==> config.mk <==
export PLATFORM = sky130hd
export DESIGN_NAME = rv_fetch_unit
export DESIGN_NICKNAME = d
export VERILOG_FILES = /design/src/rtl/rv_pkg.sv /design/src/rtl/rv_fetch_fifo.sv /design/src/rtl/rv_fetch_unit.sv
export SDC_FILE = /design/constraint.sdc
export NUM_CORES = 1
export LEC_CHECK = 0
export BUFFER_PORTS_ARGS = -buffer_cell sky130_fd_sc_hd__buf_4
export CORE_ASPECT_RATIO = 0.75
export CORE_MARGIN = 4
export CORE_UTILIZATION = 52
export DETAILED_ROUTE_END_ITERATION = 8
export GPL_TIMING_DRIVEN = 0
export HOLD_SLACK_MARGIN = 0.12
export PLACE_DENSITY = 0.75
export SYNTH_ARGS = -nofsm -noshare
export SYNTH_HDL_FRONTEND = slang
export SYNTH_SLANG_ARGS = --single-unit
==> constraint.sdc <==
create_clock -name clk -period 3.3 [get_ports clk]
set_input_delay 0.165 -clock clk [delete_from_list [all_inputs] [get_ports clk]]
set_output_delay 0.165 -clock clk [all_outputs]
set_load 0.01 [all_outputs]
==> src/rtl/rv_pkg.sv <==
// Shared RV32I definitions: widths, reset PC, opcodes and
// instruction field helpers used by fetch and decode.
package rv_pkg;

    localparam int XLEN = 32;
    localparam int ILEN = 32;
    localparam logic [31:0] RESET_PC = 32'h0000_0000;
    localparam logic [31:0] NOP = 32'h0000_0013;

    typedef enum logic [6:0] {
        OP_R     = 7'b0110011,
        OP_I     = 7'b0010011,
        OP_LOAD  = 7'b0000011,
        OP_S     = 7'b0100011,
        OP_B     = 7'b1100011,
        OP_LUI   = 7'b0110111,
        OP_AUIPC = 7'b0010111,
        OP_JAL   = 7'b1101111,
        OP_JALR  = 7'b1100111
    } opcode_e;

    function automatic logic [6:0] f_opcode(input logic [ILEN-1:0] i);
        return i[6:0];
    endfunction

    function automatic logic [4:0] f_rd(input logic [ILEN-1:0] i);
        return i[11:7];
    endfunction

    function automatic logic [2:0] f_funct3(input logic [ILEN-1:0] i);
        return i[14:12];
    endfunction

    function automatic logic [4:0] f_rs1(input logic [ILEN-1:0] i);
        return i[19:15];
    endfunction

    function automatic logic [4:0] f_rs2(input logic [ILEN-1:0] i);
        return i[24:20];
    endfunction

    function automatic logic [6:0] f_funct7(input logic [ILEN-1:0] i);
        return i[31:25];
    endfunction

endpackage

==> src/rtl/rv_fetch_fifo.sv <==
// Synchronous fetch buffer of {pc, instr} entries.
// Flush dominates push and pop in the same cycle.
module rv_fetch_fifo #(
    parameter int WIDTH = 64,
    parameter int DEPTH = 4
) (
    input  logic                             clk,
    input  logic                             rst,
    input  logic                             push,
    input  logic [WIDTH-1:0]                 wdata,
    input  logic                             pop,
    input  logic                             flush,
    output logic [WIDTH-1:0]                 rdata,
    output logic [$clog2(DEPTH+1)-1:0]       count,
    output logic                             full,
    output logic                             empty
);

    localparam int AW = $clog2(DEPTH);
    localparam int CW = $clog2(DEPTH + 1);

    logic [WIDTH-1:0] mem [DEPTH];
    logic [AW-1:0]    wr_ptr;
    logic [AW-1:0]    rd_ptr;
    logic             do_push;
    logic             do_pop;

    assign full    = (count == CW'(DEPTH));
    assign empty   = (count == '0);
    assign do_push = push && !full;
    assign do_pop  = pop && !empty;
    assign rdata   = mem[rd_ptr];

    always_ff @(posedge clk) begin
        if (rst || flush) begin
            wr_ptr <= '0;
            rd_ptr <= '0;
            count  <= '0;
        end else begin
            if (do_push) wr_ptr <= wr_ptr + AW'(1);
            if (do_pop)  rd_ptr <= rd_ptr + AW'(1);
            unique case ({do_push, do_pop})
                2'b10:   count <= count + CW'(1);
                2'b01:   count <= count - CW'(1);
                default: count <= count;
            endcase
        end
    end

    // Storage carries no reset; consumers qualify it with empty.
    always_ff @(posedge clk) begin
        if (do_push && !flush) mem[wr_ptr] <= wdata;
    end

endmodule

==> src/rtl/rv_fetch_unit.sv <==
// RV32I instruction fetch: PC, credit-limited memory requests,
// in-order response tracking and redirect flush.
module rv_fetch_unit #(
    parameter int              XLEN       = 32,
    parameter logic [XLEN-1:0] RESET_PC   = '0,
    parameter int              FIFO_DEPTH = 4
) (
    input  logic            clk,
    input  logic            rst,
    output logic            imem_req_valid,
    input  logic            imem_req_ready,
    output logic [XLEN-1:0] imem_req_addr,
    input  logic            imem_rsp_valid,
    input  logic [31:0]     imem_rsp_data,
    input  logic            redirect_valid,
    input  logic [XLEN-1:0] redirect_pc,
    output logic            if_valid,
    input  logic            if_ready,
    output logic [31:0]     if_instr,
    output logic [XLEN-1:0] if_pc
);

    import rv_pkg::*;

    localparam int CW = $clog2(FIFO_DEPTH + 1);
    localparam int EW = XLEN + ILEN;

    logic [XLEN-1:0] pc;
    logic [XLEN-1:0] rsp_pc;
    logic [XLEN-1:0] target;
    logic [CW-1:0]   outstanding;
    logic [CW-1:0]   outstanding_nxt;
    logic [CW-1:0]   discard;
    logic [CW-1:0]   fifo_count;
    logic [CW:0]     in_use;
    logic            fifo_full;
    logic            fifo_empty;
    logic            req_fire;
    logic            rsp_take;
    logic            push;
    logic            pop;
    logic [EW-1:0]   head;

    assign in_use   = {1'b0, fifo_count} + {1'b0, outstanding};
    assign target   = redirect_pc & ~XLEN'(3);

    assign imem_req_valid = !rst && !redirect_valid
                          && (in_use < (CW+1)'(FIFO_DEPTH));
    assign imem_req_addr  = pc;
    assign req_fire       = imem_req_valid && imem_req_ready;

    // Responses with nothing in flight are leftovers from before reset.
    assign rsp_take = imem_rsp_valid && (outstanding != '0);
    assign push     = rsp_take && (discard == '0) && !redirect_valid;

    assign if_valid = !fifo_empty && !redirect_valid;
    assign pop      = if_valid && if_ready;
    assign if_pc    = if_valid ? head[EW-1:ILEN] : '0;
    assign if_instr = if_valid ? head[ILEN-1:0] : '0;

    always_comb begin
        outstanding_nxt = outstanding;
        unique case ({req_fire, rsp_take})
            2'b10:   outstanding_nxt = outstanding + CW'(1);
            2'b01:   outstanding_nxt = outstanding - CW'(1);
            default: outstanding_nxt = outstanding;
        endcase
    end

    always_ff @(posedge clk) begin
        if (rst) begin
            pc          <= RESET_PC;
            rsp_pc      <= RESET_PC;
            outstanding <= '0;
            discard     <= '0;
        end else begin
            outstanding <= outstanding_nxt;
            if (redirect_valid) begin
                pc      <= target;
                rsp_pc  <= target;
                discard <= outstanding_nxt;
            end else begin
                if (req_fire) pc <= pc + XLEN'(4);
                if (push)     rsp_pc <= rsp_pc + XLEN'(4);
                if (rsp_take && (discard != '0))
                    discard <= discard - CW'(1);
            end
        end
    end

    always_ff @(posedge clk) begin
        if (!rst) assert (!(push && fifo_full));
    end

    rv_fetch_fifo #(
        .WIDTH (EW),
        .DEPTH (FIFO_DEPTH)
    ) u_fifo (
        .clk   (clk),
        .rst   (rst),
        .push  (push),
        .wdata ({rsp_pc, imem_rsp_data}),
        .pop   (pop),
        .flush (redirect_valid),
        .rdata (head),
        .count (fifo_count),
        .full  (fifo_full),
        .empty (fifo_empty)
    );

endmodule
==> results of run 1 <==
==> flip-flops by register name, summed over array words and instances, names as in the netlist, named ones only <==
register       flops
discard            3
imem_req_addr     30
outstanding        3
rsp_pc            30
u_fifo.count       3
u_fifo.mem       248
u_fifo.rd_ptr      2
u_fifo.wr_ptr      2
==> power groups by stage <==
stage / Clock [mW] / Sequential, mW / Combinational, mW
after global routing: 3.86 / 4.67 / 0.834
final: 3.62 / 4.66 / 0.759
after floorplan: 0 / 4.71 / 0.399
after CTS: 3.67 / 4.66 / 0.756
after global placement: 0 / 4.74 / 0.657
after detailed placement: 0 / 4.74 / 0.687
==> cell usage after synthesis (2+ instances only) <==
master | instances | share of area, %
sky130_fd_sc_hd__mux2i_1 | 3 | 0.22
sky130_fd_sc_hd__xor2_1 | 15 | 0.96
sky130_fd_sc_hd__ha_1 | 12 | 1.1
sky130_fd_sc_hd__or4b_1 | 2 | 0.15
sky130_fd_sc_hd__xnor2_1 | 27 | 1.7
sky130_fd_sc_hd__or3_1 | 11 | 0.50
sky130_fd_sc_hd__nand3_1 | 25 | 0.91
sky130_fd_sc_hd__a21oi_1 | 29 | 1.1
sky130_fd_sc_hd__o311ai_0 | 3 | 0.19
sky130_fd_sc_hd__nor3_2 | 9 | 0.66
sky130_fd_sc_hd__and2_1 | 75 | 3.4
sky130_fd_sc_hd__a311oi_1 | 5 | 0.32
sky130_fd_sc_hd__nor2_1 | 51 | 1.4
sky130_fd_sc_hd__a21boi_0 | 8 | 0.44
sky130_fd_sc_hd__mux4_2 | 62 | 10
sky130_fd_sc_hd__fa_1 | 2 | 0.29
sky130_fd_sc_hd__nand4_2 | 3 | 0.27
sky130_fd_sc_hd__a22oi_1 | 2 | 0.11
sky130_fd_sc_hd__nor3_1 | 13 | 0.48
sky130_fd_sc_hd__o21ai_0 | 20 | 0.73
sky130_fd_sc_hd__o21a_1 | 2 | 0.11
sky130_fd_sc_hd__and3_1 | 8 | 0.37
sky130_fd_sc_hd__o22ai_1 | 4 | 0.18
sky130_fd_sc_hd__or2_2 | 2 | 0.091
sky130_fd_sc_hd__nand4_1 | 17 | 0.78
sky130_fd_sc_hd__nor4_2 | 3 | 0.27
sky130_fd_sc_hd__nor4_1 | 7 | 0.32
sky130_fd_sc_hd__edfxtp_1 | 248 | 54
sky130_fd_sc_hd__dfxtp_1 | 75 | 11
sky130_fd_sc_hd__o21bai_1 | 2 | 0.11
sky130_fd_sc_hd__inv_1 | 27 | 0.74
sky130_fd_sc_hd__buf_4 | 4 | 0.22
sky130_fd_sc_hd__clkbuf_1 | 39 | 1.1
sky130_fd_sc_hd__o211ai_1 | 2 | 0.11
sky130_fd_sc_hd__o31a_1 | 2 | 0.13
sky130_fd_sc_hd__a31oi_1 | 16 | 0.73
sky130_fd_sc_hd__nand3b_1 | 2 | 0.11
sky130_fd_sc_hd__or4_1 | 4 | 0.22
sky130_fd_sc_hd__nand2_1 | 39 | 1.1
sky130_fd_sc_hd__buf_2 | 11 | 0.40
sky130_fd_sc_hd__a211oi_1 | 17 | 0.93
sky130_fd_sc_hd__and4_1 | 5 | 0.32
==> cell families after synthesis <==
kind of cell | Yosys count
muxes | 66
buffers and inverters | 84
adders and majority gates | 14
AOI/OAI and AO/OA | 119
and+or+nand+nor | 282
DFF | 323
xor gates and xnor gates | 42
other | 1
==> worst max path at each step <==
stage	end	slack [ps]	depth (start not counted)
final	u_fifo.count[2]$_SDFFE_PP0P_	240	10
after global routing	discard[1]$_SDFFE_PP0P_	80	13
after CTS	discard[1]$_SDFFE_PP0P_	30	14
after detailed placement	discard[2]$_SDFFE_PP0P_	-90	13
after global placement	u_fifo.mem[0][23]$_DFFE_PP_	-1130	6
after floorplan	u_fifo.mem[1][0]$_DFFE_PP_	60	6
==> routing by layer <==
layer / vias to the layer above / GRT usage [%]
li1: 4085 / -
met1: 4430 / 35.0
met2: 417 / 34.4
met3: 40 / 4.08
met4: 0 / 4.12
met5: - / 0
==> per-stage QoR <==
| stage | hold slack (ps) | cell area, um^2 |
|---|---|---|
| 2_1_floorplan | 264 | 13700 |
| 3_3_place_gp | 367 | 15300 |
| 3_5_place_dp | 371 | 15400 |
| 4_1_cts | 212 | 17100 |
| 5_1_grt | 248 | 17100 |
| 6_report | 232 | 17100 |
==> critical path: stages (launching register included) <==
cell and delay (ps):
sky130_fd_sc_hd__dfxtp_1 420, sky130_fd_sc_hd__nor3_1 80, sky130_fd_sc_hd__nor2_1 450, sky130_fd_sc_hd__clkbuf_1 520, sky130_fd_sc_hd__and2_1 260, sky130_fd_sc_hd__ha_1 200, sky130_fd_sc_hd__inv_1 60, sky130_fd_sc_hd__fa_1 380
sky130_fd_sc_hd__xor2_1 160, sky130_fd_sc_hd__or3_1 300, sky130_fd_sc_hd__a21oi_1 140
==> repair_timing <==
action	4_1_cts	5_1_grt
hold buffers	65	0
gates resized for setup	2	0
pin swaps	0	0
endpoints found under the setup margin	3	4
hold endpoints to repair	197	0
==> area by class of cell <==
class,instances,area [um^2],area share (%)
Multi-Input combinational cell,527,4400,25.7
Tap cell,344,430,2.51
Clock inverter,24,253,1.48
Buffer,55,246,1.44
Antenna cell,1,2.50,0.0146
Inverter,28,105,0.614
Clock buffer,34,797,4.65
Sequential cell,323,8950,52.3
Timing Repair Buffer,229,1940,11.3
==> run_summary.xml, run 1 <==
<?xml version="1.0" encoding="UTF-8"?>
<metrics>
  <group name="logic_synthesis">
    <metric name="synth-edff-count" unit="">248</metric>
    <metric name="synthDistinctLibCells" unit="">60</metric>
    <metric name="syn-cell-area" unit="mm^2">0.0137</metric>
    <metric name="dominantRegCellSynth" unit="">sky130_fd_sc_hd__edfxtp_1</metric>
    <metric name="synth_compound_area_share" unit="%">5.63</metric>
    <metric name="post_synth.cell_area_avg" unit="um^2">14.7</metric>
    <metric name="synth_seq_cells" unit="">323</metric>
    <metric name="ys_warn_count" unit="">0</metric>
    <metric name="synth_simple_gate_area_share" unit="%">11.8</metric>
    <metric name="synthMuxAreaShare" unit="%">10.5</metric>
    <metric name="synth_cells" unit="">931</metric>
    <metric name="synth-adder-area-share" unit="%">1.39</metric>
    <metric name="ys_async_sr_fraction" unit="%">0</metric>
    <metric name="synth_xor_xnor_area_share" unit="%">2.69</metric>
    <metric name="synth_top_family_by_area" unit="">simple AND/OR/NAND/NOR gates</metric>
    <metric name="sequential_area_share_after_synthesis" unit="%">65.4</metric>
  </group>
  <group name="cells_and_area">
    <metric name="layout-drive-gt1-share" unit="%">26.2</metric>
    <metric name="layout.nets" unit="">1279</metric>
    <metric name="final_cell_mix" unit="">sky130_fd_sc_hd__edfxtp_1 (248), sky130_fd_sc_hd__buf_4 (165), sky130_fd_sc_hd__dfxtp_1 (75)</metric>
    <metric name="fill_cells" unit="">1830</metric>
    <metric name="layout.core_utilization" unit="%">66.1</metric>
    <metric name="flow.area_growth_from_synthesis" unit="%">25.2</metric>
    <metric name="final_common_cell" unit="">sky130_fd_sc_hd__edfxtp_1</metric>
    <metric name="finalNonFillerCells" unit="">1565</metric>
  </group>
  <group name="setup_path">
    <metric name="startpoint_of_the_worst_slack_reg_to_reg_timing_path" unit="">u_fifo.count[2]$_SDFFE_PP0P_</metric>
    <metric name="setup.worst_path.end_class" unit="">flop</metric>
    <metric name="cp.arrival" unit="ps">3550</metric>
    <metric name="setup_slack_of_the_most_critical_reg_to_reg_path" unit="ps">240</metric>
    <metric name="reg2reg_to" unit="">u_fifo.count[2]$_SDFFE_PP0P_</metric>
    <metric name="worst_setup_path_startpoint" unit="">u_fifo.count[2]$_SDFFE_PP0P_</metric>
    <metric name="r2r.worst_path.cells" unit="">10</metric>
    <metric name="timing_worst_setup_path_type" unit="">flop to flop</metric>
    <metric name="critical_path_fanout_max" unit="">10</metric>
    <metric name="startpoint_type_of_the_worst_setup_path" unit="">flop</metric>
    <metric name="worst_ep_required_time" unit="ps">3800</metric>
  </group>
  <group name="sta">
    <metric name="hold_violations" unit="">0</metric>
    <metric name="min_period" unit="ps">3060</metric>
    <metric name="worst_slew_pin_slew" unit="ps">951</metric>
    <metric name="timing.max_slew.rel_slack" unit="%">36.6</metric>
    <metric name="setup_total_negative_slack" unit="ps">0</metric>
    <metric name="fmax" unit="MHz">327</metric>
    <metric name="worst_skew" unit="ps">7.86</metric>
    <metric name="final_setup_violation_count" unit="">0</metric>
    <metric name="fin_ws" unit="ps">244</metric>
    <metric name="layout_worst_path_cycle_share" unit="%">92.6</metric>
    <metric name="grt_setup_unrepaired" unit="">false</metric>
    <metric name="slew_violations" unit="">0</metric>
  </group>
  <group name="route">
    <metric name="routed_metal_1_wire_length" unit="um">14900</metric>
    <metric name="drt-wirelength-per-cell" unit="um">21.0</metric>
    <metric name="detailroute.wirelength.met3" unit="um">3000</metric>
    <metric name="count_of_routing_violations_after_the_opening_detailed_route_iteration" unit="">654</metric>
    <metric name="number_of_detailed_routing_iterations_run_before_antenna_repair" unit="">5</metric>
    <metric name="ant_nets" unit="">0</metric>
    <metric name="finalWirelength" unit="um">32800</metric>
    <metric name="vias" unit="">8972</metric>
    <metric name="avgViaCountPerCell" unit="">5.73</metric>
    <metric name="top_signal_layer_used" unit="">met4</metric>
    <metric name="total_length_of_routed_met2_wires" unit="um">14400</metric>
    <metric name="remaining_drc_errors" unit="">0</metric>
  </group>
  <group name="power_and_ir_drop">
    <metric name="vdd.ir_drop.worst" unit="V">0.000472</metric>
    <metric name="p_sw" unit="mW">2.08</metric>
    <metric name="switching_share" unit="%">23.0</metric>
    <metric name="power.internal" unit="mW">6.96</metric>
    <metric name="p_total" unit="mW">9.04</metric>
    <metric name="power.density_cell_area" unit="mW/mm^2">528</metric>
    <metric name="comb_power_share" unit="%">8.4</metric>
    <metric name="p_seq_share" unit="%">51.6</metric>
    <metric name="power.static_leakage" unit="nW">5.93</metric>
    <metric name="p_clk_share" unit="%">40.0</metric>
  </group>
  <group name="cts">
    <metric name="cts_root_buffer" unit="">sky130_fd_sc_hd__clkbuf_16</metric>
    <metric name="cts_tree" unit="">built</metric>
    <metric name="cts_setup_buffers" unit="">0</metric>
    <metric name="clk_path_buf_depth" unit="">3</metric>
    <metric name="clock-sinks" unit="">323</metric>
    <metric name="skew_pair_late_insertion_delay" unit="ps">570</metric>
    <metric name="cts_h_tree_depth" unit="">1</metric>
    <metric name="cts_inserted_buffers" unit="">31</metric>
    <metric name="cts.clk_slew.worst_paths" unit="ps">70</metric>
  </group>
  <group name="placement">
    <metric name="placed_cells_incl_taps" unit="">1442</metric>
    <metric name="placement.io_buffers" unit="">161</metric>
    <metric name="place_worst_setup_slack" unit="ps">-90.7</metric>
    <metric name="globalplace.congestion" unit="">0.910</metric>
    <metric name="hpwlAfterDp" unit="um">21300</metric>
  </group>
  <group name="hold_path">
    <metric name="min_delay_path_depth" unit="">3</metric>
    <metric name="min-delay-start" unit="">rst</metric>
    <metric name="holdCritPathClass" unit="">input pin to flop</metric>
    <metric name="whs_endpoint" unit="">outstanding[1]$_SDFF_PP0_</metric>
  </group>
  <group name="outcome">
    <metric name="run_status" unit="">finished, final reports clean</metric>
  </group>
  <group name="floorplanning">
    <metric name="dieWidth" unit="um">195</metric>
    <metric name="design.die.area" unit="mm^2">0.0290</metric>
    <metric name="coreArea" unit="mm^2">0.0259</metric>
    <metric name="rows" unit="">51</metric>
    <metric name="starting_utilization_of_the_core_area" unit="%">52.8</metric>
    <metric name="die-height" unit="um">148</metric>
    <metric name="ios" unit="">168</metric>
  </group>
  <group name="global_route">
    <metric name="grt_start_max_net_pins" unit="">63</metric>
    <metric name="antenna_found_initial" unit="">1</metric>
    <metric name="global_route_wire_length_before_repair" unit="um">51900</metric>
    <metric name="grt_util_all_layers" unit="%">22.6</metric>
    <metric name="first_global_vias" unit="">8991</metric>
    <metric name="globalRoute.totalOverflow" unit="">0</metric>
  </group>
  <group name="job">
    <metric name="maxCapViolCount" unit="">0</metric>
  </group>
</metrics>
Note: power is estimated with default switching activity, not from simulation.
==> inputs of run 2 (changes only) <==
--- a/config.mk
+++ b/config.mk
@@ -6,13 +6,15 @@
 export NUM_CORES = 1
 export LEC_CHECK = 0
 export BUFFER_PORTS_ARGS = -buffer_cell sky130_fd_sc_hd__buf_4
-export CORE_ASPECT_RATIO = 0.75
+export CORE_ASPECT_RATIO = 1.75
 export CORE_MARGIN = 4
 export CORE_UTILIZATION = 52
 export DETAILED_ROUTE_END_ITERATION = 8
 export GPL_TIMING_DRIVEN = 0
 export HOLD_SLACK_MARGIN = 0.12
 export PLACE_DENSITY = 0.75
+export RECOVER_POWER = 25
+export SLEW_MARGIN = 15
 export SYNTH_ARGS = -nofsm -noshare
 export SYNTH_HDL_FRONTEND = slang
 export SYNTH_SLANG_ARGS = --single-unit
==> run 2 against run 1 <==
Die area rose by 0.26%. Cell count shrank 1.9%. Combinational power shrank 2.8%. Sequential power hardly changed. First-iteration DRC count fell by 3.8%. Sequential share of layout area grew 0.83 points. Flip-flop and latch count stayed put. Critical endpoint is now discard[1]$_SDFFE_PP0P_.
==> run_summary.xml, run 2 (synthesis gave the netlist of run 1 again) <==
<?xml version="1.0" encoding="UTF-8"?>
<metrics>
  <group name="outcome">
    <metric name="run_status" unit="">finished, final reports clean</metric>
  </group>
  <group name="sta">
    <metric name="worst_slew_pin_slew" unit="ps">776</metric>
    <metric name="final_setup_violation_count" unit="">0</metric>
    <metric name="whs" unit="ps">225</metric>
    <metric name="hold_violations" unit="">0</metric>
    <metric name="min_period" unit="ps">3060</metric>
    <metric name="fin_ws" unit="ps">238</metric>
    <metric name="layout_worst_path_cycle_share" unit="%">92.8</metric>
    <metric name="grt_setup_unrepaired" unit="">false</metric>
    <metric name="timing.max_slew.rel_slack" unit="%">48.2</metric>
    <metric name="fmax" unit="MHz">327</metric>
    <metric name="worst_skew" unit="ps">18.2</metric>
    <metric name="slew_violations" unit="">0</metric>
  </group>
  <group name="floorplanning">
    <metric name="dieWidth" unit="um">131</metric>
    <metric name="design.die.area" unit="mm^2">0.0291</metric>
    <metric name="coreArea" unit="mm^2">0.0260</metric>
    <metric name="rows" unit="">78</metric>
    <metric name="ios" unit="">168</metric>
    <metric name="starting_utilization_of_the_core_area" unit="%">52.7</metric>
    <metric name="die-height" unit="um">223</metric>
  </group>
  <group name="global_route">
    <metric name="grt_util_all_layers" unit="%">22.6</metric>
    <metric name="first_global_vias" unit="">9151</metric>
    <metric name="grt_start_max_net_pins" unit="">49</metric>
    <metric name="antenna_found_initial" unit="">0</metric>
    <metric name="globalRoute.totalOverflow" unit="">0</metric>
    <metric name="global_route_wire_length_before_repair" unit="um">50600</metric>
  </group>
  <group name="cells_and_area">
    <metric name="final_cell_mix" unit="">sky130_fd_sc_hd__edfxtp_1 (248), sky130_fd_sc_hd__buf_4 (133), sky130_fd_sc_hd__clkbuf_1 (76)</metric>
    <metric name="layout-drive-gt1-share" unit="%">23.3</metric>
    <metric name="layout.nets" unit="">1277</metric>
    <metric name="insertedDiodeCount" unit="">0</metric>
    <metric name="postLayoutCellArea" unit="mm^2">0.0169</metric>
    <metric name="largest_register_ffs" unit="">248</metric>
    <metric name="final_common_cell" unit="">sky130_fd_sc_hd__edfxtp_1</metric>
    <metric name="finalNonFillerCells" unit="">1535</metric>
    <metric name="flow.area_growth_from_synthesis" unit="%">23.2</metric>
    <metric name="largest-register" unit="">u_fifo.mem</metric>
    <metric name="layout.core_utilization" unit="%">64.9</metric>
    <metric name="fill_cells" unit="">1933</metric>
  </group>
  <group name="cts">
    <metric name="cts_tree" unit="">built</metric>
    <metric name="clock-sinks" unit="">323</metric>
    <metric name="cts.clk_slew.worst_paths" unit="ps">60</metric>
    <metric name="cts_inserted_buffers" unit="">28</metric>
    <metric name="cts_root_buffer" unit="">sky130_fd_sc_hd__clkbuf_16</metric>
    <metric name="skew_pair_late_insertion_delay" unit="ps">550</metric>
    <metric name="cts_h_tree_depth" unit="">1</metric>
    <metric name="clk_path_buf_depth" unit="">3</metric>
  </group>
  <group name="setup_path">
    <metric name="startpoint_type_of_the_worst_setup_path" unit="">flop</metric>
    <metric name="cp.arrival" unit="ps">3540</metric>
    <metric name="r2r.worst_path.cells" unit="">13</metric>
    <metric name="worst_ep_required_time" unit="ps">3770</metric>
    <metric name="timing_worst_setup_path_type" unit="">flop to flop</metric>
    <metric name="critical_path_fanout_max" unit="">12</metric>
    <metric name="setup.worst_path.end_class" unit="">flop</metric>
  </group>
  <group name="route">
    <metric name="count_of_routing_violations_after_the_opening_detailed_route_iteration" unit="">629</metric>
    <metric name="vias" unit="">8817</metric>
    <metric name="remaining_drc_errors" unit="">0</metric>
    <metric name="ant_nets" unit="">0</metric>
    <metric name="number_of_detailed_routing_iterations_run_before_antenna_repair" unit="">5</metric>
    <metric name="drt-wirelength-per-cell" unit="um">21.3</metric>
    <metric name="avgViaCountPerCell" unit="">5.74</metric>
    <metric name="finalWirelength" unit="um">32700</metric>
  </group>
  <group name="placement">
    <metric name="placement.io_buffers" unit="">161</metric>
    <metric name="place_worst_setup_slack" unit="ps">-322</metric>
    <metric name="placed_cells_incl_taps" unit="">1419</metric>
    <metric name="placed_cell_area" unit="mm^2">0.0154</metric>
    <metric name="hpwlAfterDp" unit="um">22800</metric>
    <metric name="globalplace.congestion" unit="">0.949</metric>
  </group>
  <group name="hold_path">
    <metric name="min_delay_path_depth" unit="">3</metric>
    <metric name="holdCritPathClass" unit="">input pin to flop</metric>
  </group>
  <group name="power_and_ir_drop">
    <metric name="vdd.ir_drop.worst" unit="V">0.000374</metric>
    <metric name="power.static_leakage" unit="nW">5.75</metric>
    <metric name="power.density_cell_area" unit="mW/mm^2">512</metric>
  </group>
  <group name="job">
    <metric name="maxCapViolCount" unit="">0</metric>
  </group>
</metrics>
[run 2: changes by cell type in the layout (fill, tap and decap cells not counted), moves of 2 or more]
| cell | previous run | this run |
|---|---|---|
| sky130_fd_sc_hd__clkinv_1 | 6 | 1 |
| sky130_fd_sc_hd__inv_6 | 2 | 0 |
| sky130_fd_sc_hd__clkinv_4 | 4 | 1 |
| sky130_fd_sc_hd__clkbuf_1 | 39 | 76 |
| sky130_fd_sc_hd__clkbuf_16 | 31 | 29 |
| sky130_fd_sc_hd__bufinv_16 | 4 | 2 |
| sky130_fd_sc_hd__buf_4 | 165 | 133 |
[run 2: final timing paths]
check | start | end | slack (ps)
worst max-delay path | u_fifo.count[2]$_SDFFE_PP0P_ | discard[1]$_SDFFE_PP0P_ | 240
worst min-delay path | rst | outstanding[1]$_SDFF_PP0_ | 230
worst max register to register | u_fifo.count[2]$_SDFFE_PP0P_ | discard[1]$_SDFFE_PP0P_ | 240
worst min register to register | rsp_pc[16]$_SDFFE_PP0P_ | u_fifo.mem[1][48]$_DFFE_PP_ | 540
[run 2: per-stage QoR]
step | setup TNS, ps | total power, mW
finish | 0 | 8.62
global route | 0 | 8.94
CTS | 0 | 8.69
detailed placement | -901 | 5.43
global placement | -314640 | 5.40
floorplan | 0 | 5.11
[run 2: critical path, stage by stage, from the launching register on]
cell and delay (ps):
sky130_fd_sc_hd__dfxtp_1 420, sky130_fd_sc_hd__ha_1 280, sky130_fd_sc_hd__or4b_4 570, sky130_fd_sc_hd__nor2_4 170
sky130_fd_sc_hd__inv_2 150, sky130_fd_sc_hd__clkbuf_4 250, sky130_fd_sc_hd__ha_1 240, sky130_fd_sc_hd__inv_1 80
sky130_fd_sc_hd__fa_1 410, sky130_fd_sc_hd__nor2_1 90, sky130_fd_sc_hd__a21oi_1 50, sky130_fd_sc_hd__nor2_1 130
sky130_fd_sc_hd__nor2_1 60, sky130_fd_sc_hd__a21oi_1 110
[run 2: power by group]
| part | leakage, nW | switching, mW | internal [mW] | total, mW |
|---|---|---|---|---|
| clock network | 0.442 | 1.43 | 1.80 | 3.23 |
| registers | 2.87 | 0.127 | 4.52 | 4.65 |
| logic | 2.44 | 0.396 | 0.342 | 0.738 |
[run 2: layout make-up]
type                       count  area (um^2)  share of cell area (%)
clock inverter                14          131                   0.779
sequential                   323         8950                    53.1
clock buffer                  38          769                    4.57
timing repair buffer         230         1850                    11.0
tap                          320          400                    2.38
inverter                      28          105                   0.624
buffer                        55          248                    1.47
multi-input combinational    527         4400                    26.1
[run 2: timing repair]
item,4_1_cts,5_1_grt
hold buffers,65,0
setup endpoints to repair,4,2
endpoints found under the hold margin,196,0
gates resized for setup,2,3
buffers inserted,0,0
[run 2: per-layer routing]
metal | wire length, um | part of all wire, % | global-route usage [%]
met1 | 12200 | 37 | 26.6
met2 | 18000 | 55 | 41.6
met3 | 1370 | 4.2 | 2.29
met4 | 1180 | 3.6 | 8.44
met5 | 0 | 0 | 0
